**src/rtl/cordic_prerotate.sv**
```systemverilog
`default_nettype none
// ============================================================================
// Module      : cordic_prerotate
// Description : Angle-reduction front end for cordic_rotation. Takes a vector
//               (x, y) and an arbitrary angle alpha in degrees (signed QN.M)
//               and produces an equivalent rotation request with the angle
//               reduced to [-90, +90]. A 180-degree fold is compensated by
//               negating x and y with saturation.
//               Three registered stages (wrap, fold, apply) with a
//               valid/ready handshake on both sides.
// Ports       : i_clk    - clock, rising edge
//               i_reset  - asynchronous reset, active low
//               i_valid  - upstream sample valid
//               o_ready  - block accepts a sample this cycle
//               i_x/i_y  - input vector, signed QN.M
//               i_alpha  - input angle in degrees, signed QN.M
//               o_valid  - output sample valid (drives cordic i_en)
//               i_ready  - downstream accepts (tie high for cordic_rotation)
//               o_x/o_y  - conditioned vector
//               o_alpha  - reduced angle in [-90, +90]
//               o_flip   - 1 when x and y were negated by the 180 fold
// Revision    : 1.0 - initial release
// ============================================================================
module cordic_prerotate #(
  parameter int N = 9,   // integer bits incl. sign; must be >= 9 to hold 180
  parameter int M = 23   // fractional bits
) (
  input  logic             i_clk,
  input  logic             i_reset,
  input  logic             i_valid,
  output logic             o_ready,
  input  logic [N+M-1:0]   i_x,
  input  logic [N+M-1:0]   i_y,
  input  logic [N+M-1:0]   i_alpha,
  output logic             o_valid,
  input  logic             i_ready,
  output logic [N+M-1:0]   o_x,
  output logic [N+M-1:0]   o_y,
  output logic [N+M-1:0]   o_alpha,
  output logic             o_flip
);

  localparam int W = N + M;

  // Angle constants scaled by 2^M; one extra bit so 360 is representable.
  localparam logic signed [W:0] c_deg90  = (W+1)'(90)  << M;
  localparam logic signed [W:0] c_deg180 = (W+1)'(180) << M;
  localparam logic signed [W:0] c_deg360 = (W+1)'(360) << M;

  // Saturation limits for the negation in the apply stage.
  localparam logic [W-1:0] c_most_neg = {1'b1, {(W-1){1'b0}}};
  localparam logic [W-1:0] c_most_pos = {1'b0, {(W-1){1'b1}}};

  // Stage 1 (wrap) registers
  logic                 r_valid1;
  logic [W-1:0]         r_x1;
  logic [W-1:0]         r_y1;
  logic signed [W:0]    r_a1;

  // Stage 2 (fold) registers
  logic                 r_valid2;
  logic [W-1:0]         r_x2;
  logic [W-1:0]         r_y2;
  logic signed [W-1:0]  r_a2;
  logic                 r_flip2;

  // Stage 3 (apply) registers, drive the outputs directly
  logic                 r_valid3;
  logic [W-1:0]         r_x3;
  logic [W-1:0]         r_y3;
  logic [W-1:0]         r_a3;
  logic                 r_flip3;

  logic                 w_advance;
  logic signed [W:0]    w_alpha_ext;
  logic signed [W:0]    w_wrap;
  logic [W-1:0]         w_neg_x;
  logic [W-1:0]         w_neg_y;

  // The whole pipeline moves in lockstep: it advances whenever the output
  // register is empty or being consumed, so bubbles collapse naturally.
  assign w_advance = i_ready | ~r_valid3;
  assign o_ready   = w_advance;

  // Wrap alpha into [-180, 180). Input range is [-256, 256), so a single
  // +/-360 correction is always enough.
  assign w_alpha_ext = {i_alpha[W-1], i_alpha};

  always_comb begin
    w_wrap = w_alpha_ext;
    if (w_alpha_ext >= c_deg180) begin
      w_wrap = w_alpha_ext - c_deg360;
    end else if (w_alpha_ext < -c_deg180) begin
      w_wrap = w_alpha_ext + c_deg360;
    end
  end

  // Saturating negation: the most negative code has no positive twin.
  assign w_neg_x = (r_x2 == c_most_neg) ? c_most_pos : (~r_x2 + 1'b1);
  assign w_neg_y = (r_y2 == c_most_neg) ? c_most_pos : (~r_y2 + 1'b1);

  always_ff @(posedge i_clk or negedge i_reset) begin
    if (!i_reset) begin
      r_valid1 <= 1'b0;
      r_x1     <= '0;
      r_y1     <= '0;
      r_a1     <= '0;
    end else if (w_advance) begin
      r_valid1 <= i_valid;
      r_x1     <= i_x;
      r_y1     <= i_y;
      r_a1     <= w_wrap;
    end
  end

  // Fold [-180, 180) into [-90, 90]. The folded result always fits in W bits,
  // so the narrowing here is lossless. Exactly +/-90 is left alone; -180 folds
  // to 0 with the flip set.
  always_ff @(posedge i_clk or negedge i_reset) begin
    if (!i_reset) begin
      r_valid2 <= 1'b0;
      r_x2     <= '0;
      r_y2     <= '0;
      r_a2     <= '0;
      r_flip2  <= 1'b0;
    end else if (w_advance) begin
      r_valid2 <= r_valid1;
      r_x2     <= r_x1;
      r_y2     <= r_y1;
      if (r_a1 > c_deg90) begin
        r_a2    <= W'(r_a1 - c_deg180);
        r_flip2 <= 1'b1;
      end else if (r_a1 < -c_deg90) begin
        r_a2    <= W'(r_a1 + c_deg180);
        r_flip2 <= 1'b1;
      end else begin
        r_a2    <= W'(r_a1);
        r_flip2 <= 1'b0;
      end
    end
  end

  always_ff @(posedge i_clk or negedge i_reset) begin
    if (!i_reset) begin
      r_valid3 <= 1'b0;
      r_x3     <= '0;
      r_y3     <= '0;
      r_a3     <= '0;
      r_flip3  <= 1'b0;
    end else if (w_advance) begin
      r_valid3 <= r_valid2;
      r_x3     <= r_flip2 ? w_neg_x : r_x2;
      r_y3     <= r_flip2 ? w_neg_y : r_y2;
      r_a3     <= r_a2;
      r_flip3  <= r_flip2;
    end
  end

  assign o_valid = r_valid3;
  assign o_x     = r_x3;
  assign o_y     = r_y3;
  assign o_alpha = r_a3;
  assign o_flip  = r_flip3;

endmodule
`default_nettype wire

```
**config.mk**
```make
export PLATFORM = sky130hd
export DESIGN_NAME = cordic_prerotate
export DESIGN_NICKNAME = d
export VERILOG_FILES = /design/src/rtl/cordic_prerotate.sv
export SDC_FILE = /design/constraint.sdc
export NUM_CORES = 1
export LEC_CHECK = 0
export ABC_AREA = 1
export CORE_MARGIN = 4
export CORE_UTILIZATION = 55
export DETAILED_ROUTE_END_ITERATION = 7
export GPL_TIMING_DRIVEN = 1
export PLACE_DENSITY = 0.81
export RECOVER_POWER = 100
export SYNTH_ARGS = -nofsm -noshare
export SYNTH_HDL_FRONTEND = slang
export SYNTH_SLANG_ARGS = --single-unit
```
**constraint.sdc**
```tcl
create_clock -name i_clk -period 2.2 [get_ports i_clk]
set_input_delay 0.44 -clock i_clk [delete_from_list [all_inputs] [get_ports i_clk]]
set_output_delay 0.44 -clock i_clk [all_outputs]
set_load 0.01 [all_outputs]
```
After elaboration in Yosys (flattened, before gate mapping)
Index checks and enable logic that the tools add are counted.
Operators by class
  add/sub/neg operators: 6
  $lt $le $gt $ge: 4
  equality and inequality tests: 2
  mux-type cells: 10
  bitwise gates (word level): 4
Operators with widths (number)
  32-bit two-way mux: 6
  33-bit two-way mux: 2
  32-bit by 1-bit adder with 32-bit output (second input constant): 2
  32-bit equality test (second input constant): 2
  32-bit NOT: 2
  32-bit by 33-bit adder with 33-bit output (second input constant): 1
  33-bit by 31-bit > comparator with 1-bit output (second input constant): 1
  33-bit by 31-bit < comparator with 1-bit output (second input constant): 1
  32-bit by 33-bit subtractor with 33-bit output (second input constant): 1
  32-bit adder (second input constant): 1
  32-bit >= comparator (second input constant): 1
  32-bit < comparator (second input constant): 1
  32-bit subtractor (second input constant): 1
  1-bit two-way mux: 2
  1-bit NOT: 1
  1-bit OR: 1
Word-level totals
  register bits: 294
  input bits: 100
  output and inout bits: 99
  word-level logic and storage cells: 40

Longest topological paths before layout
  depth in word-level cells: 4
  mapped depth: 13
  gate-level depth less buffers: 12

Worst setup path before layout
No wires, ideal clock.
  path type: register -> output
  start point: register r_valid3 (netlist: o_valid)
  end point: output o_ready
  arrival: 1262 ps
  required time: 1760 ps
  slack: 498 ps
  cell stages (with the launch flop): 6
  buffers on the path: 2
  path through: dfrtp_1 > inv_1 > nor2_4 > inv_2 > clkbuf_1 > clkbuf_1
Between the ends
  word-level cells in the longest chain between the ends: 2
RTL lines
  from (decl): line 68  | logic r_valid3;
  from (signal assigned): line 151  | r_valid3 <= r_valid2;
  1-bit NOT: line 82  | assign w_advance = i_ready | ~r_valid3;
  1-bit OR: line 82
  to (decl): line 31  | output logic o_ready,
No other way between the ends.

Final worst setup path
Same ends and word-level chain as after synthesis.

==> flow_summary.ini <==
[clock_network]
postCtsSetupRepairBufs = 0
clkSinkCount = 294
cts_buffer_depth = 3
cts_buffers = 29
cts_tree = yes
htreeDepth = 1
root_buffer = clkbuf_16
clk_pin_slew_ps = 60
clock_latency_ps = 540

[grt]
grt_pass1_wl_mm = 56.6
track_usage = 0.242
antenna_found_initial = 1
grt_max_degree = 107
grt_overflow = 0
grt_pass1_vias = 11600

[run]
drv_cap = 0

[die]
start_util = 0.562
core-area_sq_mm = 0.0244
dieWidth_microns = 166
pin_count = 199
die_y_microns = 166
dieArea_sq_mm = 0.0275
row_count = 57

[routing]
via_per_inst = 5.14
drt-total-wl_mm = 33.5
drt_iter0_markers = 1093
route.detailed.drc = 0
antenna_left = 0
dr.pass1.iters = 5
vias = 11800
avgRoutedWirePerCell_microns = 14.7

[timing]
max_freq_mhz = 493
skew_ps = 8.25
worst_slew_pin_slew_ps = 967
min_period_ps = 2030
fin_hold_ws_ps = 432
rsz0062_at_grt = no
finalSetupViolations = 0
drv_slew = 0
fin_setup_tns_ps = 0
relSlewSlack = 0.355
period_share = 0.923
hold_viol_final = 0

[yosys]
ys_ff_latch = 294
synth_top_area_cell = dfrtp_1
synth.top_cells.by_area = dfrtp_1, nand2_1, nor2_1
synth_top_area_frac = 0.537
syn_avg_cell_area_sq_um = 7.86
synth_cells = 1744
yosysUniqueCellTypes = 34
syn-cell-area_sq_mm = 0.0137
syn_nets = 1854
yosys_warnings = 0
seq_area_frac_synth = 0.537

[setup_path]
timing.rr.end = o_x[28]
crit_fanout = 2
r2r_start = o_valid
worstSetupEndpointType = primary output
worstSetupStartpoint = o_valid
max_stage_delay_ps = 390
arrival_ps = 1590
crit_chain = inv_1 -> nor2_4 -> inv_8 -> dlygate4sd2_1
startpoint_type = register
r2r_cells = 9
cp.depth = 4
crit_buf_inv = 3
crit_type = reg2out
cp_slowest_cell = dfrtp_1
crit_path_end = o_ready
rrSetupSlack_ps = 170
cpLargestDelayFamily = buffers and inverters
cp.required_ps = 1760

[pwr]
p_leak_nw = 8.57
power_density_mw_per_mm2 = 1320
ir_worst_vdd_mv = 0.893
fin_total_pwr_mw = 22.5

[final_layout]
finish.net_count = 2049
final_area_sq_mm = 0.0171
area_growth_pct = 24.6
final_util = 0.701
diodes = 0
drive_above_1_share = 0.0637

[placed_design]
portBuffers = 198
gp_congestion = 0.896
place_area_sq_mm = 0.0162
hpwlAfterDp_mm = 23.9

[outcome]
outcome = completed

[hold_path]
hp-class = in2reg
-- synthesized netlist by cell type --
library cell,number
nand2_2,4
nor2_4,5
nand3b_1,3
a21oi_1,13
o21ai_1,12
o22ai_1,2
o21ai_0,140
nand2_1,683
nand3_1,70
dfrtp_1,294
o211ai_1,2
buf_2,9
o21bai_2,1
a21oi_2,8
buf_6,4
xor2_1,40
nand2_4,1
ha_1,10
inv_2,19
inv_1,123
nand4_4,1
or2_0,4
buf_1,7
a31oi_1,1
nor3_1,10
nand3_2,1
o21bai_1,6
or2_2,9
nand4_1,15
clkbuf_1,52
a21oi_4,1
nor2_2,6
a211oi_1,1
nor2_1,187
-- worst reg2reg max path: cells and delay by family, from the launching register on --
kind,cells,cell delay [ps]
AO/OA/AOI/OAI,1,160
buffers and inverters,5,1050
AND/OR/NAND/NOR,3,300
flip-flops,1,410
-- registers in the layout, summed over array words and instances (netlist names) --
name	count
o_x	32
r_valid2	1
r_x2	32
r_y2	32
o_valid	1
r_x1	32
r_flip2	1
o_alpha	32
o_flip	1
r_a1	33
r_y1	32
r_valid1	1
o_y	32
r_a2	32
-- logic make-up (layout without fill, tap and decap cells) --
family,count (synthesis),in the layout,share of synthesized area
flip-flops,294,294,0.537
XOR/XNOR,40,40,0.0256
buffers and inverters,214,431,0.0616
AO/OA/AOI/OAI,187,187,0.0736
adder cells (fa/ha/maj),10,10,0.00912
AND/OR/NAND/NOR,999,999,0.294
-- worst min-delay path by stage --
stage,start,to,slack (ps),cells past startpoint
2_1_floorplan,i_reset,o_alpha[0],140,0
3_3_place_gp,i_reset,o_alpha[23],340,1
3_5_place_dp,i_reset,o_alpha[19],340,1
4_1_cts,i_reset,o_y[1],370,2
5_1_grt,i_x[17],r_x1[17],420,3
6_report,i_x[17],r_x1[17],430,3
-- placed cells by master (no fill, tap or decap), drive strengths merged, types with 3 or more instances in the layout --
cell / Yosys / final
nand2: 688 / 688
dfrtp: 294 / 294
nor3: 10 / 10
clkdlybuf4s50: 0 / 98
or2: 13 / 13
clkinv: 0 / 3
nand3: 71 / 71
inv: 142 / 143
nor2: 198 / 198
o21bai: 7 / 7
nand3b: 3 / 3
a21oi: 22 / 22
xor2: 40 / 40
o21ai: 152 / 152
clkbuf: 52 / 59
dlygate4sd3: 0 / 99
nand4: 16 / 16
buf: 20 / 24
ha: 10 / 10
-- timing repair --
| action | in CTS | in global routing |
|---|---|---|
| hold buffers | 1 | 0 |
| setup endpoints to repair | 1 | 0 |
| endpoints found under the hold margin | 31 | 0 |
| resized for setup | 1 | 0 |
-- per-stage QoR --
step                      instances  setup slack (ps)
final                          2285               170
after global routing           2285              42.4
after CTS                      2285               144
after detailed placement       2231             -62.8
after global placement         2231             -24.8
after floorplan                1744               498
-- layout make-up --
| class | instances | area (sq um) |
|---|---|---|
| Clock inverter | 8 | 98.8 |
| Timing Repair Buffer | 236 | 2350 |
| Multi-Input combinational cell | 1236 | 5480 |
| Clock buffer | 45 | 856 |
| Fill cell | 2005 | 7300 |
| Tap cell | 324 | 405 |
| Inverter | 142 | 541 |
| Sequential cell | 294 | 7360 |
-- metal layers --
metal  track usage  vias up  share of wire
met5             0        -        0.00039
met2         0.405      349           0.48
met3        0.0345       55          0.056
li1              -     5813              -
met4        0.0638        2          0.021
met1         0.336     5533           0.44
-- power breakdown --
part	switching, mW	internal, mW	total (mW)	leakage (nW)
Clock	2.03	2.90	4.93	0.463
Sequential	1.39	7.43	8.82	3.50
Combinational	5.20	3.53	8.72	4.61
Note: power is estimated with default switching activity, not from simulation.
